<file path="src/rtl/wb_cmd_master.sv">
// Single-outstanding command-to-Wishbone B4 pipelined master with a per-transaction
// timeout; one registered response is held until the consumer takes it.
module wb_cmd_master #(
    parameter int unsigned TIMEOUT_CYCLES = 255
) (
    input  logic        wb_clk_i,
    input  logic        wb_rst_i,
    input  logic        cmd_valid_i,
    output logic        cmd_ready_o,
    input  logic [31:0] cmd_adr_i,
    input  logic [31:0] cmd_dat_i,
    input  logic        cmd_we_i,
    input  logic [3:0]  cmd_sel_i,
    output logic        rsp_valid_o,
    input  logic        rsp_ready_i,
    output logic [31:0] rsp_dat_o,
    output logic        rsp_err_o,
    output logic        rsp_timeout_o,
    output logic        wbm_cyc_o,
    output logic        wbm_stb_o,
    output logic        wbm_we_o,
    output logic [31:0] wbm_adr_o,
    output logic [31:0] wbm_dat_o,
    output logic [3:0]  wbm_sel_o,
    input  logic [31:0] wbm_dat_i,
    input  logic        wbm_ack_i,
    input  logic        wbm_err_i,
    input  logic        wbm_stall_i
);

    localparam int unsigned CW = (TIMEOUT_CYCLES == 0) ? 1 : $clog2(TIMEOUT_CYCLES + 1);
    localparam logic [CW-1:0] TMAX = CW'(TIMEOUT_CYCLES);

    localparam logic [1:0] S_IDLE = 2'd0;
    localparam logic [1:0] S_REQ  = 2'd1;
    localparam logic [1:0] S_WAIT = 2'd2;
    localparam logic [1:0] S_RESP = 2'd3;

    logic [1:0]    r_state;
    logic [CW-1:0] r_cnt;
    logic [31:0]   r_adr;
    logic [31:0]   r_dat;
    logic          r_we;
    logic [3:0]    r_sel;
    logic [31:0]   r_rsp_dat;
    logic          r_rsp_err;
    logic          r_rsp_to;
    logic          w_expired;

    // With TIMEOUT_CYCLES = 0 the counter is pinned at zero and never expires.
    assign w_expired = (TIMEOUT_CYCLES != 0) && (r_cnt == TMAX);

    always_ff @(posedge wb_clk_i or posedge wb_rst_i) begin
        if (wb_rst_i) begin
            r_state   <= S_IDLE;
            r_cnt     <= '0;
            r_adr     <= '0;
            r_dat     <= '0;
            r_we      <= 1'b0;
            r_sel     <= '0;
            r_rsp_dat <= '0;
            r_rsp_err <= 1'b0;
            r_rsp_to  <= 1'b0;
        end else begin
            if ((r_state == S_REQ || r_state == S_WAIT) && r_cnt != TMAX)
                r_cnt <= r_cnt + 1'b1;
            case (r_state)
                S_IDLE: begin
                    if (cmd_valid_i) begin
                        r_adr     <= cmd_adr_i;
                        r_dat     <= cmd_dat_i;
                        r_we      <= cmd_we_i;
                        r_sel     <= cmd_sel_i;
                        r_cnt     <= '0;
                        r_rsp_dat <= '0;
                        r_rsp_err <= 1'b0;
                        r_rsp_to  <= 1'b0;
                        r_state   <= S_REQ;
                    end
                end
                S_REQ: begin
                    // ack/err cannot belong to this strobe yet, so only timeout and stall matter.
                    if (w_expired) begin
                        r_rsp_to <= 1'b1;
                        r_state  <= S_RESP;
                    end else if (!wbm_stall_i) begin
                        r_state <= S_WAIT;
                    end
                end
                S_WAIT: begin
                    if (wbm_err_i) begin
                        r_rsp_err <= 1'b1;
                        r_rsp_dat <= '0;
                        r_state   <= S_RESP;
                    end else if (wbm_ack_i) begin
                        r_rsp_dat <= r_we ? 32'd0 : wbm_dat_i;
                        r_state   <= S_RESP;
                    end else if (w_expired) begin
                        r_rsp_to <= 1'b1;
                        r_state  <= S_RESP;
                    end
                end
                default: begin
                    if (rsp_ready_i)
                        r_state <= S_IDLE;
                end
            endcase
        end
    end

    assign cmd_ready_o   = (r_state == S_IDLE) && !wb_rst_i;
    assign wbm_cyc_o     = (r_state == S_REQ) || (r_state == S_WAIT);
    assign wbm_stb_o     = (r_state == S_REQ);
    assign wbm_we_o      = r_we;
    assign wbm_adr_o     = r_adr;
    assign wbm_dat_o     = r_dat;
    assign wbm_sel_o     = r_sel;
    assign rsp_valid_o   = (r_state == S_RESP);
    assign rsp_dat_o     = r_rsp_dat;
    assign rsp_err_o     = r_rsp_err;
    assign rsp_timeout_o = r_rsp_to;

endmodule

</file>
<file path="config.mk">
export PLATFORM = sky130hd
export DESIGN_NAME = wb_cmd_master
export DESIGN_NICKNAME = d
export VERILOG_FILES = /design/src/rtl/wb_cmd_master.sv
export SDC_FILE = /design/constraint.sdc
export NUM_CORES = 1
export LEC_CHECK = 0
export ABC_CLOCK_PERIOD_IN_PS = 4500
export CORE_UTILIZATION = 41
export DETAILED_ROUTE_END_ITERATION = 10
export GPL_TIMING_DRIVEN = 0
export PLACE_DENSITY = 0.82
export SETUP_SLACK_MARGIN = 0.05
export SYNTH_ARGS = -nofsm -noshare
export SYNTH_HDL_FRONTEND = slang
export SYNTH_SLANG_ARGS = --single-unit
</file>
<file path="constraint.sdc">
create_clock -name wb_clk_i -period 4.5 [get_ports wb_clk_i]
set_clock_uncertainty 0.2 [all_clocks]
set_input_delay 0.675 -clock wb_clk_i [delete_from_list [all_inputs] [get_ports wb_clk_i]]
set_output_delay 0.675 -clock wb_clk_i [all_outputs]
set_load 0.01 [all_outputs]
</file>
==> qor.csv <==
metric,value,unit
outcome,"finished, final reports clean",
global-route wire length before repair,20.7,mm
Die Height,108,um
Syn Inst Count,509,
clk root buf,clkbuf_8,
core area,10900,sq um
Syn. warnings,0,
sequential share of power,31.0,%
Post-Synth Adder-Cell Area,1.64,%
Pint,3.62,mW
Clock Tree Buf Depth,2,
First-pass DRT Iterations,4,
fillcell total,847,
nets,857,
routability cong.,0.817,
xor-xnor portion of the synthesized cell area,1.15,%
DIE AREA,11600,sq um
n_diodes,0,
dpl cells,864,
highest cell delay on the worst timing path,550,ps
headroom to the max-slew limit,51.6,%
Final Util,69.9,%
Netlist cell types,29,
fraction of layout cells with a size suffix above 1,6.48,%
Post-Synth Simple-Gate Area,29.6,%
crit-path cells,"inv_1, ha_1, nor2b_1, clkdlybuf4s50_1",
mean area per synthesized cell,9.01,sq um
Num CTS Buffers,17,
worst slew pin tran,726,ps
hold crit path type,flip-flop to flip-flop,
initial antenna violation count,0,
clock sinks,113,
register area,2830,sq um
leakage,3.73,nW
maxcap violations,0,
minimum clock period,2940,ps
maximum fanout along the worst path,5,
sw frac,33.0,%
post-CTS setup repair buffer count,0,
drt drc,0,
Peak VDD IR,0.000340,V
num rows,38,
Die X,108,um
sequential share of the synthesized area,61.6,%
endpoints failing setup,0,
largest net degree at the start of global routing,58,
htree depth,4,
global route overflow,0,
CP startpoint kind,flip-flop,
CTS Hold Buffers Added,0,
Layout area overhead,65.9,%
"Clk pin slew, worst setup/hold paths",50,ps
Clk pwr share,28.3,%
setup repair after global routing missed its margin,no,
Hold Path Origin,rsp_dat_o[29],
crit path kind,flip-flop to primary output,
Fin. Hold Viols,0,
number of global-route vias before repair,4418,
I/O pins,215,
Routed WL per cell,14.3,um
Port-buffer cells,214,
clk_lat worst skew,510,ps
antenna-violating nets left,0,
Seq cells post-synth,113,
vias per cell,4.77,
Highest Clock Rate,340,MHz
crit end category,primary output,
Compound-Gate Fraction of Synth Area,1.99,%
GRT Resource Usage Total,23.4,%
syn nets,623,
Pwr per Cell Area,709,nW/um^2
Worst Setup SP,r_state[0],
HPWL after DPL,9.34,mm
P_sw,1.78,mW
CTS tree,yes,
vias after detailed routing,4275,
1st-iter DRT viols,213,
post-synthesis mux area share,0.655,%
Initial Util,42.1,%
post_cts resized,0,
total power,5.39,mW
critical path arrival,2060,ps
RR Startpoint,r_state[0],
post-route clock period utilization,65.3,%
CP required,3620,ps
critical path's slowest cell,clkdlybuf4s50_1,
drt total wl,12.8,mm
largest family of logic cells by synthesized area,simple AND/OR/NAND/NOR gates,
Slew Limit Fails,0,
Mapped Area,4590,sq um
multi-input logic area,1610,sq um
Logic pwr share,40.7,%
Layout Cells excl Fill,896,
-- kinds of logic (layout without fill, tap and decap cells) --
group	count (synthesis)	after routing
adder cells (fa/ha/maj)	6	6
multiplexers	3	3
AO/OA/AOI/OAI	16	16
flip-flops	113	113
buffers and inverters	32	279
AND/OR/NAND/NOR	333	333
XOR/XNOR	6	6
-- final timing paths --
path / slack [ps] / cells past startpoint / endpoint
worst min-delay path: 260 / 2 / rsp_dat_o[29]
worst max-delay path: 1560 / 4 / cmd_ready_o
min in group asynchronous: 490 / 2 / rsp_dat_o[18]
worst min register to register: 260 / 2 / rsp_dat_o[29]
worst max register to register: 2450 / 7 / rsp_dat_o[10]
max in group asynchronous: 2880 / 3 / wbm_adr_o[27]
-- power groups by stage --
stage / combinational, mW / clock (mW) / sequential [mW]
6_report: 2.20 / 1.52 / 1.67
2_1_floorplan: 0.843 / 0 / 1.85
3_5_place_dp: 2.20 / 0 / 1.68
4_1_cts: 2.22 / 1.55 / 1.67
5_1_grt: 2.42 / 1.60 / 1.73
3_3_place_gp: 2.15 / 0 / 1.66
-- cell usage in the layout, fill, tap and decap left out, drive strengths merged --
cell / n
mux2i: 3
nand3b: 1
nand2: 274
o21a: 1
o21ai: 4
ha: 6
nor3: 2
a31oi: 1
or4: 1
bufinv: 6
clkdlybuf4s50: 214
dfrtp: 113
clkinv: 3
nor3b: 2
o211ai: 2
clkbuf: 36
nor2b: 2
nor2: 12
nand4: 1
o31ai: 1
buf: 13
inv: 6
xor2: 6
and4: 2
nand3: 33
a21oi: 7
and2: 2
clkinvlp: 1
or3: 1
-- cell usage after synthesis, drive strengths merged --
cell type,instances,share of area [%]
nand2,274,22
dfrtp,113,62
nand3,33,3.6
clkbuf,14,1.1
buf,12,1.7
nor2,12,0.98
a21oi,7,0.76
ha,6,1.6
inv,6,0.49
xor2,6,1.1
o21ai,4,0.44
mux2i,3,0.65
and2,2,0.27
and4,2,0.38
nor2b,2,0.44
nor3,2,0.33
nor3b,2,0.55
o211ai,2,0.33
a31oi,1,0.14
nand3b,1,0.16
nand4,1,0.14
o21a,1,0.16
o31ai,1,0.16
or3,1,0.14
or4,1,0.16
-- state kept, by name, summed over array words and instances (netlist names) --
name	cells
wbm_adr_o	32
rsp_dat_o	32
wbm_we_o	1
wbm_dat_o	32
rsp_timeout_o	1
r_cnt	8
rsp_err_o	1
r_state	2
wbm_sel_o	4
-- per-stage QoR --
stage	setup TNS, ps	area (sq um)	setup WS [ps]	hold WS (ps)
6_report	0	7610	1560	260
5_1_grt	0	7610	1410	284
4_1_cts	0	7610	1520	267
3_5_place_dp	0	6930	1740	255
3_3_place_gp	-106850	6900	-952	248
2_1_floorplan	0	4590	638	301
-- layer usage --
layer	up-vias	track usage [%]	wire length (um)
met2	184	38.6	6180
met4	0	10.4	332
li1	2071	-	-
met5	-	0	0
met3	27	8.90	998
met1	1993	27.1	5310
-- worst max-delay path: cells and delay by family, from the launching register on --
kind / cells / cell delay (ps)
buffers and inverters: 2 / 670
DFF: 1 / 410
adders and majority gates: 1 / 280
and+or+nand+nor: 1 / 190
-- layout make-up --
cell class / count / area share (%)
flip-flops and latches: 113 / 37.2
repair buffers: 215 / 28.5
multi-input cells: 364 / 21.1
clock buffers: 22 / 6.22
clock inverters: 10 / 2.66
well taps: 140 / 2.30
plain buffers: 26 / 1.73
inverters: 6 / 0.329
(Power assumes the default switching activity.)
